--- config.mk ---
export PLATFORM = sky130hd
export DESIGN_NAME = alu_op_sequencer
export DESIGN_NICKNAME = d
export VERILOG_FILES = /design/src/rtl/alu_op_sequencer.sv
export SDC_FILE = /design/constraint.sdc
export NUM_CORES = 1
export LEC_CHECK = 0
export CORE_MARGIN = 5
export CORE_UTILIZATION = 36
export DETAILED_ROUTE_END_ITERATION = 16
export GPL_TIMING_DRIVEN = 0
export PLACE_DENSITY = 0.73
export RECOVER_POWER = 50
export SLEW_MARGIN = 20
export SYNTH_ARGS = -nofsm -noshare
export SYNTH_HDL_FRONTEND = slang
export SYNTH_SLANG_ARGS = --single-unit
--- constraint.sdc ---
create_clock -name clk -period 1.4 [get_ports clk]
set_input_delay 0.35 -clock clk [delete_from_list [all_inputs] [get_ports clk]]
set_output_delay 0.35 -clock clk [all_outputs]
set_load 0.005 [all_outputs]
--- src/rtl/alu_op_sequencer.sv ---
// Registered, valid/ready ALU opcode decoder with a latency counter for multi-cycle M-extension ops.
// Build option: define ALU_OP_SEQ_MEXT_EN to enable M-extension decode, the BUSY state and mc_start.
module alu_op_sequencer #(
    parameter int OP_W    = 5,
    parameter int MUL_LAT = 3,
    parameter int DIV_LAT = 32
) (
    input  logic            clk,
    input  logic            rst_n,
    input  logic            flush,
    input  logic            in_valid,
    output logic            in_ready,
    input  logic [1:0]      ALUOp,
    input  logic            is_imm,
    input  logic [6:0]      Funct7,
    input  logic [2:0]      Funct3,
    output logic            out_valid,
    input  logic            out_ready,
    output logic [OP_W-1:0] Operation,
    output logic            illegal,
    output logic            mc_start
);
    // Handshake: a transfer happens on a rising edge where valid && ready; the producer holds its
    // payload stable while valid is high and ready is low.
    typedef enum logic [1:0] {IDLE = 2'd0, BUSY = 2'd1, OUT = 2'd2} state_t;

    localparam logic [4:0] OP_ADD  = 5'b00000, OP_SUB  = 5'b00001, OP_XOR  = 5'b00010;
    localparam logic [4:0] OP_OR   = 5'b00011, OP_AND  = 5'b00100, OP_SRL  = 5'b00101;
    localparam logic [4:0] OP_SLL  = 5'b00110, OP_SRA  = 5'b00111, OP_SLT  = 5'b01000;
    localparam logic [4:0] OP_SLTU = 5'b01001, OP_PASSB = 5'b11000;
    localparam logic [6:0] F7_ZERO = 7'b0000000, F7_ALT = 7'b0100000, F7_MEXT = 7'b0000001;
    localparam logic [7:0] MUL_CNT = 8'(MUL_LAT - 1);
    localparam logic [7:0] DIV_CNT = 8'(DIV_LAT - 1);

    state_t      state_q, state_d;
    logic [7:0]  cnt_q, cnt_d;
    logic [4:0]  op_q;
    logic        ill_q;
    logic [4:0]  dec_op;
    logic        dec_ill, dec_mc, load;
    logic [7:0]  dec_cnt;

    function automatic logic [4:0] std_op(input logic [2:0] f3);
        case (f3)
            3'b000:  std_op = OP_ADD;
            3'b001:  std_op = OP_SLL;
            3'b010:  std_op = OP_SLT;
            3'b011:  std_op = OP_SLTU;
            3'b100:  std_op = OP_XOR;
            3'b101:  std_op = OP_SRL;
            3'b110:  std_op = OP_OR;
            default: std_op = OP_AND;
        endcase
    endfunction

    always_comb begin
        dec_op  = OP_ADD;
        dec_ill = 1'b0;
        dec_mc  = 1'b0;
        dec_cnt = Funct3[2] ? DIV_CNT : MUL_CNT;
        case (ALUOp)
            2'b00: dec_op = OP_ADD;
            2'b11: dec_op = OP_PASSB;
            2'b01: begin
                // Branch compares occupy 01010..01111 in Funct3 order, skipping the 010/011 holes.
                if (Funct3 == 3'b010 || Funct3 == 3'b011) dec_ill = 1'b1;
                else if (Funct3[2]) dec_op = {2'b01, 1'b1, Funct3[1:0]};
                else dec_op = {2'b01, 2'b01, Funct3[0]};
            end
            default: begin
                if (is_imm) begin
                    if (Funct3 == 3'b001) begin
                        if (Funct7 == F7_ZERO) dec_op = OP_SLL;
                        else dec_ill = 1'b1;
                    end else if (Funct3 == 3'b101) begin
                        if (Funct7 == F7_ZERO) dec_op = OP_SRL;
                        else if (Funct7 == F7_ALT) dec_op = OP_SRA;
                        else dec_ill = 1'b1;
                    end else begin
                        dec_op = std_op(Funct3);
                    end
                end else if (Funct7 == F7_ZERO) begin
                    dec_op = std_op(Funct3);
                end else if (Funct7 == F7_ALT) begin
                    if (Funct3 == 3'b000) dec_op = OP_SUB;
                    else if (Funct3 == 3'b101) dec_op = OP_SRA;
                    else dec_ill = 1'b1;
                end else if (Funct7 == F7_MEXT) begin
`ifdef ALU_OP_SEQ_MEXT_EN
                    dec_op = {2'b10, Funct3};
                    dec_mc = 1'b1;
`else
                    dec_ill = 1'b1;
`endif
                end else begin
                    dec_ill = 1'b1;
                end
            end
        endcase
        if (dec_ill) dec_op = OP_ADD;
    end

    always_comb begin
        state_d  = state_q;
        cnt_d    = cnt_q;
        in_ready = 1'b0;
        load     = 1'b0;
        case (state_q)
            IDLE: in_ready = 1'b1;
            BUSY: begin
                if (cnt_q == 8'd0) state_d = OUT;
                else cnt_d = cnt_q - 8'd1;
            end
            OUT: begin
                in_ready = out_ready;
                if (out_ready) state_d = IDLE;
            end
            default: state_d = IDLE;
        endcase
        // Flush wins over everything, including an instruction offered in the same cycle.
        if (flush) begin
            in_ready = 1'b0;
            state_d  = IDLE;
            cnt_d    = 8'd0;
        end else if (in_ready && in_valid) begin
            load    = 1'b1;
            state_d = dec_mc ? BUSY : OUT;
            cnt_d   = dec_mc ? dec_cnt : 8'd0;
        end
    end

    always_ff @(posedge clk or negedge rst_n) begin
        if (!rst_n) begin
            state_q <= IDLE;
            cnt_q   <= 8'd0;
            op_q    <= OP_ADD;
            ill_q   <= 1'b0;
        end else begin
            state_q <= state_d;
            cnt_q   <= cnt_d;
            if (load) begin
                op_q  <= dec_op;
                ill_q <= dec_ill;
            end
        end
    end

`ifdef ALU_OP_SEQ_MEXT_EN
    logic mc_q;
    always_ff @(posedge clk or negedge rst_n) begin
        if (!rst_n) mc_q <= 1'b0;
        else mc_q <= load && dec_mc;
    end
    assign mc_start = mc_q;
`else
    assign mc_start = 1'b0;
`endif

    assign out_valid = (state_q == OUT);
    assign Operation = OP_W'(op_q);
    assign illegal   = ill_q;
endmodule

=== Yosys cells after proc, flatten, opt, wreduce, memory -nomap -nowiden ===
Cells that the tools add are included.

* Bits in registers: 16
* Input port bits: 18
* Output and inout bits: 9
* Word-level logic and storage cells: 72

* Add/sub/neg operators: 1
* Equality and inequality tests: 15
* Muxes and demuxes: 41
* Reductions and logical operators: 11

{| class="wikitable"
|+ Operators by type and width
! cell !! number
|-
| two-way mux 8 bit || 4
|-
| one-hot mux 4 bit (7 select lines) || 1
|-
| two-way mux 5 bit || 5
|-
| two-way mux 3 bit || 7
|-
| one-hot mux 4 bit (5 select lines) || 1
|-
| one-hot mux 5 bit (3 select lines) || 1
|-
| two-way mux 1 bit || 14
|-
| == test 3 bit (second input constant) || 3
|-
| zero test 8 bit || 1
|-
| two-way mux 2 bit || 4
|-
| subtractor 8 x 1 -> 8 bit (second input constant) || 1
|-
| == test 7 x 6 -> 1 bit (second input constant) || 1
|-
| zero test 7 bit || 1
|-
| == test 3 x 2 -> 1 bit (second input constant) || 2
|-
| one-hot mux 2 bit (3 select lines) || 1
|-
| == test 2 x 1 -> 1 bit (second input constant) || 2
|-
| == test 2 bit (second input constant) || 2
|-
| zero test 2 bit || 2
|-
| two-way mux 4 bit || 1
|-
| != test 4 x 2 -> 1 bit (second input constant) || 1
|-
| != test 4 bit (second input constant) || 1
|-
| one-hot mux 1 bit (2 select lines) || 2
|-
| == test 3 x 1 -> 1 bit (second input constant) || 1
|-
| zero test 3 bit || 1
|-
| other kinds (8) || 8
|}

=== Logic depth before layout (Yosys ltp) ===
Gate-level depths: netlist of run 1.

* Depth in word-level cells: 8
* Mapped depth: 7

=== Least setup slack after synthesis of run 1 ===
OpenSTA, ideal clock, no wires.

* Kind: input-to-reg
* Start: input port Funct7[4]
* End: register op_q[3], in the netlist Operation[3]
* Arrival time: 1.610 ns
* Required time: 1.308 ns
* Slack: -0.302 ns
* Stages: 5
* Cell sequence: nor4_4 and2_4 a211oi_2 a2111o_1 o31ai_2

* Longest elaborated chain between the ends: 8
* Elaborated cells between the ends (all ways): 15

{| class="wikitable"
|+ RTL lines
! what !! RTL line !! RTL
|-
| start, declared || 15 || <nowiki>input logic [6:0] Funct7,</nowiki>
|-
| == test 7 x 6 -> 1 bit || 77, 84 ||
|-
| two-way mux 1 bit || 77 || <nowiki>else if (Funct7 == F7_ALT) dec_op = OP_SRA;</nowiki>
|-
| two-way mux 1 bit || 76 || <nowiki>if (Funct7 == F7_ZERO) dec_op = OP_SRL;</nowiki>
|-
| two-way mux 1 bit || 75 || <nowiki>end else if (Funct3 == 3'b101) begin</nowiki>
|-
| two-way mux 1 bit || 72 || <nowiki>if (Funct3 == 3'b001) begin</nowiki>
|-
| two-way mux 1 bit || 71 || <nowiki>if (is_imm) begin</nowiki>
|-
| one-hot mux 1 bit (2 select lines) || 61 || <nowiki>case (ALUOp)</nowiki>
|-
| two-way mux 5 bit (*) || 100 || <nowiki>if (dec_ill) dec_op = OP_ADD;</nowiki>
|-
| end signal, assigned || 142 || <nowiki>op_q <= dec_op;</nowiki>
|-
| end, declared || 37 || <nowiki>logic [4:0] op_q;</nowiki>
|}

Mark *: on every way between the ends. The rest lies on a longest branch, timed or not.
A chain may end at the register's enable or synchronous reset.

=== Final worst setup path of run 1 ===
* Start: input port Funct7[0]
* End: register op_q[3], in the netlist Operation[3]

The elaborated chain is that of the path after synthesis.

==> results of run 1 <==
[synthesized netlist by cell type, types with 2 or more instances]
cell      n
a31oi_1   3
a22oi_1   2
nor2b_1   3
nand3b_1  2
dfrtp_1   7
a211oi_1  2
or2b_2    2
nor2_1    7
inv_1     3
and2b_2   2
nand2_1   9
or2b_1    2
o21ai_0   7
nand4_1   2
[cells by family after synthesis]
kind of cell	synth area share
buffers and inverters	0.0398
AO/OA/AOI/OAI	0.247
multiplexers	0.0377
XOR/XNOR	0.0147
other	0.00628
AND/OR/NAND/NOR	0.340
flip-flops	0.294
adder cells (fa/ha/maj)	0.0210
[worst max-delay path, cell delays in order]
cell,delay [ns]
buf_6,0.09
nor4_4,0.28
and2_4,0.21
a211oi_2,0.07
a2111o_1,0.46
o31ai_2,0.22
[final cells by class]
type	instances	area (um2)	share of cell area
plain buffers	2	12.5	0.0134
repair buffers	30	256	0.275
well taps	16	20.0	0.0214
inverters	3	11.3	0.0121
multi-input cells	58	432	0.462
clock buffers	4	26.3	0.0282
flip-flops and latches	7	175	0.188
[report_power, final]
| group | switching (mW) | internal, mW |
|---|---|---|
| sequential | 0.0106 | 0.226 |
| combinational | 0.0972 | 0.114 |
| clock | 0.0665 | 0.108 |
[flip-flops by register name (all words and copies together), names as in the netlist]
name	cells
Operation	5
state_q	1
illegal	1
[routing by layer]
metal,wire [um],vias to the layer above,track usage
met5,0,-,0
met3,160,2,0.0296
li1,-,320,-
met4,17,0,0.0511
met2,727,29,0.227
met1,576,283,0.136
[worst paths after layout]
check	startpoint	endpoint	cells after the start
worst min register to register	Operation[2]	Operation[2]	2
worst max-delay path	Funct7[0]	Operation[3]	6
worst max register to register	state_q[1]	Operation[3]	5
max in group asynchronous	rst_n	Operation[4]	1
worst min-delay path	rst_n	Operation[0]	1
min in group clk	Operation[2]	Operation[2]	2
[per-stage QoR]
stage	hold slack (ns)	instance area (um2)	setup WS, ns	cells
floorplan	0.0544	602	-0.247	70
global placement	0.465	862	-0.818	110
detailed placement	0.471	862	-0.825	110
CTS	0.363	926	-0.114	120
global route	0.461	933	-0.203	120
finish	0.426	933	-0.130	120
[timing repair]
item	in CTS	in global routing
setup endpoints to repair	13	7
resized for setup	47	11
setup buffers	7	0
pin swaps	9	7
==> metrics.yaml, run 1 <==
status: "complete, but fails checks"
violations: "setup timing"
drt-initial-drc-count: 4
firstDrtPassIters: 4
antenna_left: 0
fillers: 153
ys_seq_area_frac: 0.294
period_needed_ns: 1.53
critPathLaunchType: "primary input"
areaGrowthSynthToFinish_pct: 56.4
avgSynthCellArea_um2: 8.53
clock_path_buffers: 2
layout_commonest_cell: "dlygate4sd2_1"
r2r_slack_ns: 0.08
num_vias: 634
slew_violations: 0
final_nets: 124
crit_required_ns: 1.56
wl_per_cell_um: 12.3
ys_types: 31
start_util: 0.387
die_width_um: 50.7
root_buffer: "clkbuf_4"
vias_per_cell: 5.28
synthCells: 70
fin_skew_ns: 0.00100
setup_ws_ns: -0.130
place.detailed.hpwl_um: 1150
coreArea_um2: 1540
cp.arrival_ns: 1.69
synth_edf_count: 0
synth.net_count: 89
grt_max_degree: 11
drt_wl_total_um: 1480
die_y_um: 50.7
synth_area_leaders: "dfrtp_1 29%, o21ai_0 5.9%, nand2_1 5.7%"
tns_ns: -0.440
end_kind: "flip-flop"
synth_seq_cells: 7
final_hold_viol_count: 0
io_buffers: 24
gp_congestion: 0.841
post-route-util: 0.606
cts_tree: "yes"
ir_drop_mv: 0.264
ctsHoldBuffers: 0
critPathKind: "in2reg"
min_path_type: "in2async"
yosysWarningCount: 0
clk_latency_ns: 0.24
cts.sinks: 7
cts_max_level: 1
ioPinCount: 27
num_rows: 14
syn-cell-area_um2: 597
synth-async-reset-ratio: 1.00
antenna_found_initial: 0
drive_gt1_frac: 0.327
die_area_um2: 2570
numCtsBuffers: 3
cts.clk_slew.worst_paths_ns: 0.05
grt_pass1_wl_um: 2540
grt_pass1_vias: 614
power.total_mw: 0.623
rsz0062_at_grt: "yes"
drc: 0
synth_flop_cell: "dfrtp_1"
grt_overflow_total: 0
layout_common_cells: "15 x dlygate4sd2_1, 8 x nand2_1, 7 x dfrtp_1, 7 x buf_4, 5 x nor2_1"
crit_fanout: 5
grt_usage: 0.125
period_share: 1.09
setup_violations: 5
yosysTopAreaCell: "dfrtp_1"
synth_top_cell_area_share: 0.294
p_per_area_nw_per_um2: 667
antenna_cells: 0
leakage_nw: 0.439
clock.fmax_mhz: 654
cap_violations: 0
Power figures use the tool's default switching activity.
==> run 2, diff against run 1 <==
GPL_TIMING_DRIVEN = unset   (was 0)
==> run 2 against run 1 <==
The flow still finishes with violations (setup timing). Fmax rose by 4.2%. Largest cell class unchanged. Worst setup slack improved by 0.062 ns. Wire length rose by 18%. Clock power barely moved.
==> metrics.yaml, run 2 (synthesized netlist as in run 1, its figures left out) <==
root_buffer: "clkbuf_4"
layout_common_cells: "17 x buf_4, 14 x dlygate4sd2_1, 9 x nand2_1, 7 x dfrtp_1, 6 x nor2_1"
start_util: 0.387
die_area_um2: 2570
grt_pass1_vias: 755
period_needed_ns: 1.47
cp.arrival_ns: 1.62
clock_path_buffers: 2
r2r_start: "state_q[1]"
period_share: 1.05
crit_end: "Operation[3]"
drive_gt1_frac: 0.414
r2r_slack_ns: -0.03
seqPwrFrac: 0.361
crit_family: "compound AO/OA/AOI/OAI gates"
min_from: "flush"
min_path_type: "in2reg"
power.total_mw: 0.656
status: "complete, but fails checks"
firstDrtPassIters: 5
drc: 0
areaGrowthSynthToFinish_pct: 73.2
fin_skew_ns: 0.00222
grt_max_degree: 8
antenna_left: 0
final_hold_viol_count: 0
cts_max_level: 1
gp_congestion: 0.844
setup_violations: 3
numCtsBuffers: 3
path_depth: 6
leakage_nw: 0.508
final_nets: 136
wl_per_cell_um: 13.2
setup_ws_ns: -0.0685
p_int_mw: 0.474
slowest_delay_ns: 0.42
die_width_um: 50.7
fillers: 146
cap_violations: 0
end_kind: "flip-flop"
cts.clk_slew.worst_paths_ns: 0.05
grt_pass1_wl_um: 3020
violations: "setup timing"
crit_required_ns: 1.55
cts.sinks: 7
num_rows: 14
num_vias: 698
cp-startpoint: "Funct7[6]"
p_per_area_nw_per_um2: 634
place_ws_ns: -0.739
coreArea_um2: 1540
critPathLaunchType: "primary input"
antenna_cells: 0
ioPinCount: 27
p_switching_mw: 0.182
grt_usage: 0.147
cp_num_buf_inv: 1
switching_share: 0.277
crit_chain: "buf_6 > nor4_4 > and2_4 > a211oi_2 > a2111o_1 > o31ai_2"
ir_drop_mv: 0.282
cts_tree: "yes"
ctsHoldBuffers: 0
vias_per_cell: 5.29
clock.fmax_mhz: 681
crit_path_top_delay_cell: "a2111o_1"
die_y_um: 50.7
antenna_found_initial: 0
ff2ff_path_depth: 5
r2r-end: "Operation[3]"
io_buffers: 25
largest_register_ffs: 5
crit_fanout: 5
drt_wl_total_um: 1740
place.detailed.hpwl_um: 1420
slew_violations: 0
critPathKind: "in2reg"
layout_commonest_cell: "buf_4"
drt-initial-drc-count: 28
pwr-share-clk: 0.262
rsz0062_at_grt: "yes"
pwr-share-comb: 0.377
clk_latency_ns: 0.24
grt_overflow_total: 0
[run 2: cell count changes in the layout (fill, tap and decap cells not counted), moves of 2 or more]
cell / previous run / this run
buf_4: 7 / 17
or2b_4: 0 / 2
clkbuf_2: 0 / 3
nor2_4: 2 / 0
or2b_2: 2 / 0
[run 2: metrics by stage]
step / util / hold slack [ns] / instance area, um2 / std cells / TNS (ns)
2_1_floorplan: - / 0.0544 / 602 / 70 / -1.02
3_3_place_gp: 0.640 / 0.464 / 987 / 126 / -3.64
3_5_place_dp: 0.640 / 0.468 / 987 / 126 / -4.06
4_1_cts: 0.668 / 0.362 / 1030 / 133 / -0.325
5_1_grt: 0.670 / 0.352 / 1030 / 132 / -0.622
6_report: 0.670 / 0.333 / 1030 / 132 / -0.137
[run 2: how the worst min path moves through the flow]
stage,slack [ns],endpoint,cells after the start
finish,0.33,state_q[1],2
CTS,0.36,Operation[1],1
global route,0.35,state_q[1],2
detailed placement,0.47,Operation[4],2
global placement,0.46,Operation[4],2
floorplan,0.05,Operation[0],0
[run 2: area by class of cell]
| class | count | area [um2] | share of cell area |
|---|---|---|---|
| timing repair buffer | 44 | 358 | 0.346 |
| inverter | 3 | 11.3 | 0.0109 |
| sequential | 7 | 175 | 0.169 |
| clock buffer | 4 | 26.3 | 0.0254 |
| multi-input combinational | 58 | 443 | 0.429 |
| tap | 16 | 20.0 | 0.0194 |
[run 2: power by group through the flow]
stage | Sequential [mW] | Combinational (mW) | Clock [mW]
floorplan | 0.243 | 0.0845 | 0
global placement | 0.240 | 0.251 | 0
detailed placement | 0.241 | 0.254 | 0
CTS | 0.237 | 0.241 | 0.180
global route | 0.241 | 0.272 | 0.191
finish | 0.237 | 0.247 | 0.172
[run 2: what timing repair did]
| action | in CTS | in global routing |
|---|---|---|
| pin swaps | 10 | 13 |
| setup endpoints to repair | 13 | 6 |
| gates resized for setup | 49 | 15 |
| setup buffers | 3 | 1 |
[run 2: routing by layer]
metal  wire (um)  track usage  vias up
met5           0            0        -
met4           4       0.0596        0
met3         184       0.0325        2
met2         935        0.281       31
met1         619        0.149      319
li1            -            -      346
[run 2: worst reg2reg max path: stages (launching register included)]
cell,delay [ns]
dfrtp_1,0.37
nor2b_4,0.13
nor2_2,0.08
nand2_1,0.09
a2111o_1,0.46
o31ai_2,0.22
